[src/rtl/time_display_driver_pkg.sv]
// Shared definitions for the time display driver: FSM states, digit positions
// and the active-high 7-segment encoder.
package time_disp_pkg;

  typedef enum logic [1:0] {
    IDLE = 2'd0,
    CONV = 2'd1,
    DONE = 2'd2
  } state_t;

  localparam logic [2:0] CONV_CYCLES = 3'd7;

  localparam logic [2:0] SEC_ONES = 3'd0;
  localparam logic [2:0] SEC_TENS = 3'd1;
  localparam logic [2:0] MIN_ONES = 3'd2;
  localparam logic [2:0] MIN_TENS = 3'd3;
  localparam logic [2:0] HR_ONES  = 3'd4;
  localparam logic [2:0] HR_TENS  = 3'd5;

  localparam logic [6:0] SEG_DASH = 7'h40;

  // {g,f,e,d,c,b,a}; digits above 9 only occur for out-of-range fields, which are dashed
  function automatic logic [6:0] seg_code(input logic [3:0] d, input logic dash);
    logic [6:0] code;
    if (dash) begin
      code = SEG_DASH;
    end else begin
      case (d)
        4'd0:    code = 7'h3F;
        4'd1:    code = 7'h06;
        4'd2:    code = 7'h5B;
        4'd3:    code = 7'h4F;
        4'd4:    code = 7'h66;
        4'd5:    code = 7'h6D;
        4'd6:    code = 7'h7D;
        4'd7:    code = 7'h07;
        4'd8:    code = 7'h7F;
        4'd9:    code = 7'h6F;
        default: code = 7'h00;
      endcase
    end
    return code;
  endfunction

endpackage

[src/rtl/time_display_driver_bin2bcd_seq.sv]
// One 7-bit sequential double-dabble field: start loads the binary value,
// each step applies add-3 correction then shifts one bit into the BCD nibbles.
module bin2bcd_seq (
  input  logic       clk,
  input  logic       reset,
  input  logic       start,
  input  logic       step,
  input  logic [6:0] bin,
  output logic [3:0] tens,
  output logic [3:0] ones
);

  logic [14:0] sr_r;
  logic [14:0] adj_s;
  logic [14:0] nxt_s;

  // add-3 correction of both BCD nibbles followed by the one-bit shift
  always_comb begin
    adj_s = sr_r;
    if (sr_r[10:7] >= 4'd5) begin
      adj_s[10:7] = sr_r[10:7] + 4'd3;
    end else begin
      adj_s[10:7] = sr_r[10:7];
    end
    if (sr_r[14:11] >= 4'd5) begin
      adj_s[14:11] = sr_r[14:11] + 4'd3;
    end else begin
      adj_s[14:11] = sr_r[14:11];
    end
    nxt_s = adj_s << 1;
  end

  // shift register holding {tens, ones, remaining binary bits}
  always_ff @(posedge clk or posedge reset) begin
    if (reset) begin
      sr_r <= 15'd0;
    end else if (start) begin
      sr_r <= {8'd0, bin};
    end else if (step) begin
      sr_r <= nxt_s;
    end else begin
      sr_r <= sr_r;
    end
  end

  // Outputs show the result of the step taken this cycle, so the parent can
  // commit on the final conversion edge without an extra cycle.
  assign tens = nxt_s[14:11];
  assign ones = nxt_s[10:7];

endmodule

[src/rtl/time_display_driver.sv]
// Samples binary hr/min/sec, converts to BCD and scans a 6-digit 7-segment display.
// Optional COLON_BLINK_EN: separator dp lit only while the committed seconds value is even.
module time_display_driver #(
  parameter int SCAN_DIV       = 1000,
  parameter bit SEG_ACTIVE_LOW = 1'b1
) (
  input  logic       clk,
  input  logic       reset,
  input  logic [5:0] hr,
  input  logic [6:0] min,
  input  logic [6:0] sec,
  input  logic       load,
  output logic       busy,
  output logic       bcd_valid,
  output logic [5:0] an,
  output logic [6:0] seg,
  output logic       dp
);
  import time_disp_pkg::*;

  localparam int PW = (SCAN_DIV > 1) ? $clog2(SCAN_DIV) : 1;
  localparam logic [PW-1:0] PRESC_LAST = PW'(SCAN_DIV - 1);
  localparam logic [6:0] SEG_RST = SEG_ACTIVE_LOW ? ~seg_code(4'd0, 1'b0) : seg_code(4'd0, 1'b0);

  state_t         state_r;
  logic [2:0]     cnt_r;
  logic [2:0]     pend_bad_r, bad_r, bad_nxt_s;   // {hr, min, sec}
  logic [5:0][3:0] dig_r, dig_nxt_s;
  logic [PW-1:0]  presc_r, presc_nxt_s;
  logic [2:0]     idx_r, idx_nxt_s;
  logic           busy_r, valid_r, dp_r, dp_on_s, dash_s;
  logic [5:0]     an_r;
  logic [6:0]     seg_r, code_s;
  logic [3:0]     digit_s;
  logic           start_s, step_s, commit_s;
  logic [3:0]     hr_t_s, hr_o_s, min_t_s, min_o_s, sec_t_s, sec_o_s;

  assign start_s  = (state_r == IDLE) && load;
  assign step_s   = (state_r == CONV);
  assign commit_s = step_s && (cnt_r == (CONV_CYCLES - 3'd1));

  bin2bcd_seq u_hr  (.clk(clk), .reset(reset), .start(start_s), .step(step_s),
                     .bin({1'b0, hr}), .tens(hr_t_s), .ones(hr_o_s));
  bin2bcd_seq u_min (.clk(clk), .reset(reset), .start(start_s), .step(step_s),
                     .bin(min), .tens(min_t_s), .ones(min_o_s));
  bin2bcd_seq u_sec (.clk(clk), .reset(reset), .start(start_s), .step(step_s),
                     .bin(sec), .tens(sec_t_s), .ones(sec_o_s));

  // next committed digits and scan position; seg/dp are built from these so they move with an
  always_comb begin
    if (commit_s) begin
      dig_nxt_s = {hr_t_s, hr_o_s, min_t_s, min_o_s, sec_t_s, sec_o_s};
      bad_nxt_s = pend_bad_r;
    end else begin
      dig_nxt_s = dig_r;
      bad_nxt_s = bad_r;
    end
    if (presc_r == PRESC_LAST) begin
      presc_nxt_s = PW'(0);
      idx_nxt_s   = (idx_r == HR_TENS) ? SEC_ONES : (idx_r + 3'd1);
    end else begin
      presc_nxt_s = presc_r + PW'(1);
      idx_nxt_s   = idx_r;
    end
    digit_s = dig_nxt_s[idx_nxt_s];
    dash_s  = bad_nxt_s[idx_nxt_s[2:1]];
    code_s  = seg_code(digit_s, dash_s);
`ifdef COLON_BLINK_EN
    dp_on_s = ((idx_nxt_s == MIN_ONES) || (idx_nxt_s == HR_ONES))
              && !bad_nxt_s[0] && !dig_nxt_s[SEC_ONES][0];
`else
    dp_on_s = (idx_nxt_s == MIN_ONES) || (idx_nxt_s == HR_ONES);
`endif
  end

  // conversion sequencer: capture on load, 7 shift cycles, one-cycle commit
  always_ff @(posedge clk or posedge reset) begin
    if (reset) begin
      state_r    <= IDLE;
      cnt_r      <= 3'd0;
      pend_bad_r <= 3'd0;
      busy_r     <= 1'b0;
      valid_r    <= 1'b0;
    end else begin
      case (state_r)
        IDLE: begin
          valid_r <= 1'b0;
          if (load) begin
            state_r    <= CONV;
            cnt_r      <= 3'd0;
            busy_r     <= 1'b1;
            pend_bad_r <= {hr > 6'd23, min > 7'd59, sec > 7'd59};
          end else begin
            state_r <= IDLE;
            busy_r  <= 1'b0;
          end
        end
        CONV: begin
          if (cnt_r == (CONV_CYCLES - 3'd1)) begin
            state_r <= DONE;
            busy_r  <= 1'b0;
            valid_r <= 1'b1;
          end else begin
            cnt_r   <= cnt_r + 3'd1;
            busy_r  <= 1'b1;
            valid_r <= 1'b0;
          end
        end
        DONE: begin
          state_r <= IDLE;
          busy_r  <= 1'b0;
          valid_r <= 1'b0;
        end
        default: begin
          state_r <= IDLE;
          cnt_r   <= 3'd0;
          busy_r  <= 1'b0;
          valid_r <= 1'b0;
        end
      endcase
    end
  end

  // committed digits, free-running scanner and registered pin drive
  always_ff @(posedge clk or posedge reset) begin
    if (reset) begin
      dig_r   <= 24'd0;
      bad_r   <= 3'd0;
      presc_r <= PW'(0);
      idx_r   <= SEC_ONES;
      an_r    <= 6'b000001;
      seg_r   <= SEG_RST;
      dp_r    <= SEG_ACTIVE_LOW;
    end else begin
      dig_r   <= dig_nxt_s;
      bad_r   <= bad_nxt_s;
      presc_r <= presc_nxt_s;
      idx_r   <= idx_nxt_s;
      an_r    <= 6'b000001 << idx_nxt_s;
      seg_r   <= SEG_ACTIVE_LOW ? ~code_s : code_s;
      dp_r    <= dp_on_s ^ SEG_ACTIVE_LOW;
    end
  end

  assign busy      = busy_r;
  assign bcd_valid = valid_r;
  assign an        = an_r;
  assign seg       = seg_r;
  assign dp        = dp_r;

endmodule

[config.mk]
export PLATFORM = sky130hd
export DESIGN_NAME = time_display_driver
export DESIGN_NICKNAME = d
export VERILOG_FILES = /design/src/rtl/time_display_driver_pkg.sv /design/src/rtl/time_display_driver_bin2bcd_seq.sv /design/src/rtl/time_display_driver.sv
export SDC_FILE = /design/constraint.sdc
export NUM_CORES = 1
export LEC_CHECK = 0
export ABC_AREA = 0
export ABC_CLOCK_PERIOD_IN_PS = 10200
export BUFFER_PORTS_ARGS = -buffer_cell sky130_fd_sc_hd__buf_2
export CORE_ASPECT_RATIO = 1.25
export CORE_UTILIZATION = 53
export CTS_CLUSTER_DIAMETER = 50
export DETAILED_ROUTE_END_ITERATION = 8
export PLACE_DENSITY = 0.71
export SLEW_MARGIN = 20
export SYNTH_ARGS = -nofsm -noshare
export SYNTH_HDL_FRONTEND = slang
export SYNTH_SLANG_ARGS = --single-unit
[constraint.sdc]
create_clock -name clk -period 10.2 [get_ports clk]
set_input_delay 2.04 -clock clk [delete_from_list [all_inputs] [get_ports clk]]
set_output_delay 2.04 -clock clk [all_outputs]
set_load 0.01 [all_outputs]
==> flow_summary.ini <==
[run_status]
status = finished with violations
violations = DRC

[yosys]
synthesis.nets = 652
synthCells = 609
syn_area_mm2 = 0.00573
yosysSeqAreaShare_pct = 47.6
yosys_warnings = 0
syn_avg_cell_area_um2 = 9.42
ys_ff_latch = 109
ys.flop_type = dfrtp_1
synth-edff-count = 0
synth_cell_type_count = 70
ys_async_sr_fraction_pct = 100

[worst_setup_path]
cp_cell_sequence = nand4b_4 -> inv_2 -> o2111ai_1 -> o311ai_2 -> o22ai_1 -> a211o_1 -> or3_1 -> and3_4 -> o31ai_1
r2r_slack_ns = 6.29
crit_cells = 9
crit_required_ns = 10.46
crit_buf_inv = 1
worst_r2r_path_depth = 9
critPathArrivalTime_ns = 4.17
endpoint_kind = flop
crit_type = reg2reg
path_delay_family = simple AND/OR/NAND/NOR gates
crit_fanout = 40
cp_slowest_stage_delay_ns = 0.64
cp-start-kind = flop
cpMaxStageDelayCell = nand4b_4

[sta]
whs_ns = 0.487
max_freq_ghz = 0.256
finClkSkew_ns = 0.00715
relSlewSlack_pct = 32.9
hold_viol_final = 0
finalMaxSlewViolations = 0
setup_tns_ns = 0
min_period_ns = 3.91
setup_viol = 0
worstMarginPinSlew_ns = 1.00
worst_slack_ns = 6.29
rsz0062_at_grt = false
finalCritPeriodShare_pct = 38.4

[routing]
ant_nets = 0
detail_route.wl_per_cell_um = 16.4
drt_wl_total_mm = 12.6
drt-initial-drc-count = 336
vias = 4651
drc = 1
viasPerCell = 6.08
drtPass1Iterations = 8

[final_layout]
diodes = 0
fillers = 903
multi_input_comb_area_mm2 = 0.00274
final_cell_mix = dfrtp_1 (106), nand2_1 (105), o21ai_0 (58)
seqCellArea_mm2 = 0.00273
fin_nets = 671
stdcell_count = 765
syn2layout_area_growth_pct = 9.45
final_common_cell = dfrtp_1
drive_gt1_share_pct = 13.1

[clock_network]
clock_path_buffers = 2
numCtsBuffers = 9
cts_resized = 0
cts_setup_buffers = 0
cts.htree.levels = 3
clkTransAtPathRegs_ns = 0.07
clk_latency_ns = 0.35
cts_root_buf = clkbuf_16
cts_tree = built
hold_buffers = 0
cts.sinks = 109

[global_routing]
grt_max_degree = 79
track_usage_pct = 24.1
antenna_found_initial = 0
grt_overflow = 0
first_global_vias = 4408
grt_pass1_wl_mm = 21.1

[floorplan]
die_h_um = 118
fp.dieW_um = 95.0
die-area_mm2 = 0.0112
core_mm2 = 0.0106
io_pins = 39
start_util_pct = 54.3
num_rows = 42

[hold_path]
hold_depth = 2
min_path_type = reg2reg

[place]
dp_worst_setup_slack_ns = 6.26
io_buffers = 38
dp_cells = 749
place_congestion = 0.897
dp_hpwl_mm = 8.72

[run]
max_cap_viol_count = 0

[power]
p_per_area_mw_per_mm2 = 282
vdd_ir_drop_max_v = 0.000184
p_leak_nw = 2.75
[per-layer routing]
metal / vias up / global-route usage, % / routed length (µm)
met3: 24 / 3.80 / 573
met4: 0 / 8.24 / 207
met1: 2246 / 32.2 / 5420
li1: 2223 / - / -
met5: - / 0 / 0
met2: 158 / 39.3 / 6370
[power by group]
part,internal (mW),switching [mW]
Combinational,0.278,0.435
Sequential,0.584,0.105
Clock,0.205,0.161
Total,1.07,0.701
[cell type report]
type | instances | area share (%)
multi-input cells | 439 | 43.6
well taps | 132 | 2.63
clock buffers | 12 | 4.09
flip-flops and latches | 109 | 43.5
inverters | 26 | 1.59
clock inverters | 4 | 0.877
repair buffers | 43 | 3.69
[cell usage after synthesis, types with 3 or more instances]
| cell | number | area (µm²) |
|---|---|---|
| dfrtp_1 | 106 | 2650 |
| nand2_1 | 105 | 394 |
| o21ai_0 | 58 | 290 |
| nor2_1 | 35 | 131 |
| a21oi_1 | 24 | 120 |
| clkbuf_1 | 24 | 90.1 |
| inv_1 | 23 | 86.3 |
| ha_1 | 20 | 250 |
| nor3_1 | 19 | 95.1 |
| a22oi_1 | 18 | 135 |
| o31ai_1 | 14 | 105 |
| a211oi_1 | 10 | 75.1 |
| nand3_1 | 10 | 50.1 |
| a22o_1 | 9 | 78.8 |
| xnor2_1 | 8 | 70.1 |
| mux2i_1 | 7 | 70.1 |
| nand2b_1 | 7 | 43.8 |
| nor2b_1 | 7 | 43.8 |
| a31oi_1 | 5 | 31.3 |
| nor3b_1 | 5 | 37.5 |
| o22ai_1 | 5 | 31.3 |
| a21o_1 | 4 | 30.0 |
| and2_1 | 4 | 25.0 |
| and3_1 | 4 | 25.0 |
| buf_6 | 4 | 45.0 |
| o21ai_1 | 4 | 20.0 |
| o311ai_0 | 4 | 35.0 |
| o41ai_1 | 4 | 35.0 |
| a2111oi_2 | 3 | 45.0 |
| buf_2 | 3 | 15.0 |
| dfstp_2 | 3 | 78.8 |
| mux2_2 | 3 | 33.8 |
| o21a_1 | 3 | 22.5 |
| xor2_1 | 3 | 26.3 |
[kinds of logic (layout without fill, tap and decap cells)]
logic type	Yosys count	after routing	share of synthesized area, %
buf+inv	61	85	4.71
xor+xnor	11	11	1.68
compound gates	188	188	22.4
flops	109	109	47.6
simple gates	209	209	17.0
fa+ha+maj	20	20	4.36
mux	11	11	2.20
[worst reg2reg max path, cell delays in order (launching register included)]
cell and delay [ns]:
dfrtp_1 0.62, nand4b_4 0.65, inv_2 0.65, o2111ai_1 0.25, o311ai_2 0.17, o22ai_1 0.17, a211o_1 0.32, or3_1 0.51
and3_4 0.25, o31ai_1 0.24
[stage by stage]
stage | power, mW | area (µm²) | util [%]
after floorplan | 1.23 | 5730 | -
after global placement | 1.37 | 5960 | 56.4
after detailed placement | 1.40 | 5960 | 56.4
after CTS | 1.77 | 6270 | 59.4
after global routing | 1.90 | 6280 | 59.4
final | 1.77 | 6280 | 59.4
[final timing paths]
check,startpoint,end
min reg2reg,bad_r[1],bad_r[1]
max,state_r[1],seg[5]
min in group asynchronous,reset,presc_r[2]
max reg2reg,state_r[1],seg[5]
max in group asynchronous,reset,state_r[1]
min,bad_r[1],bad_r[1]
[state kept, by name (all words and copies together) (netlist names)]
register and flops:
state_r 2, pend_bad_r 3, cnt_r 3, idx_r 3, seg 7, dig_r 24, u_min.sr_r 15, an 6
dp 1, u_sec.sr_r 15, bad_r 3, presc_r 10, bcd_valid 1, busy 1, u_hr.sr_r 15
(Power assumes the default switching activity.)
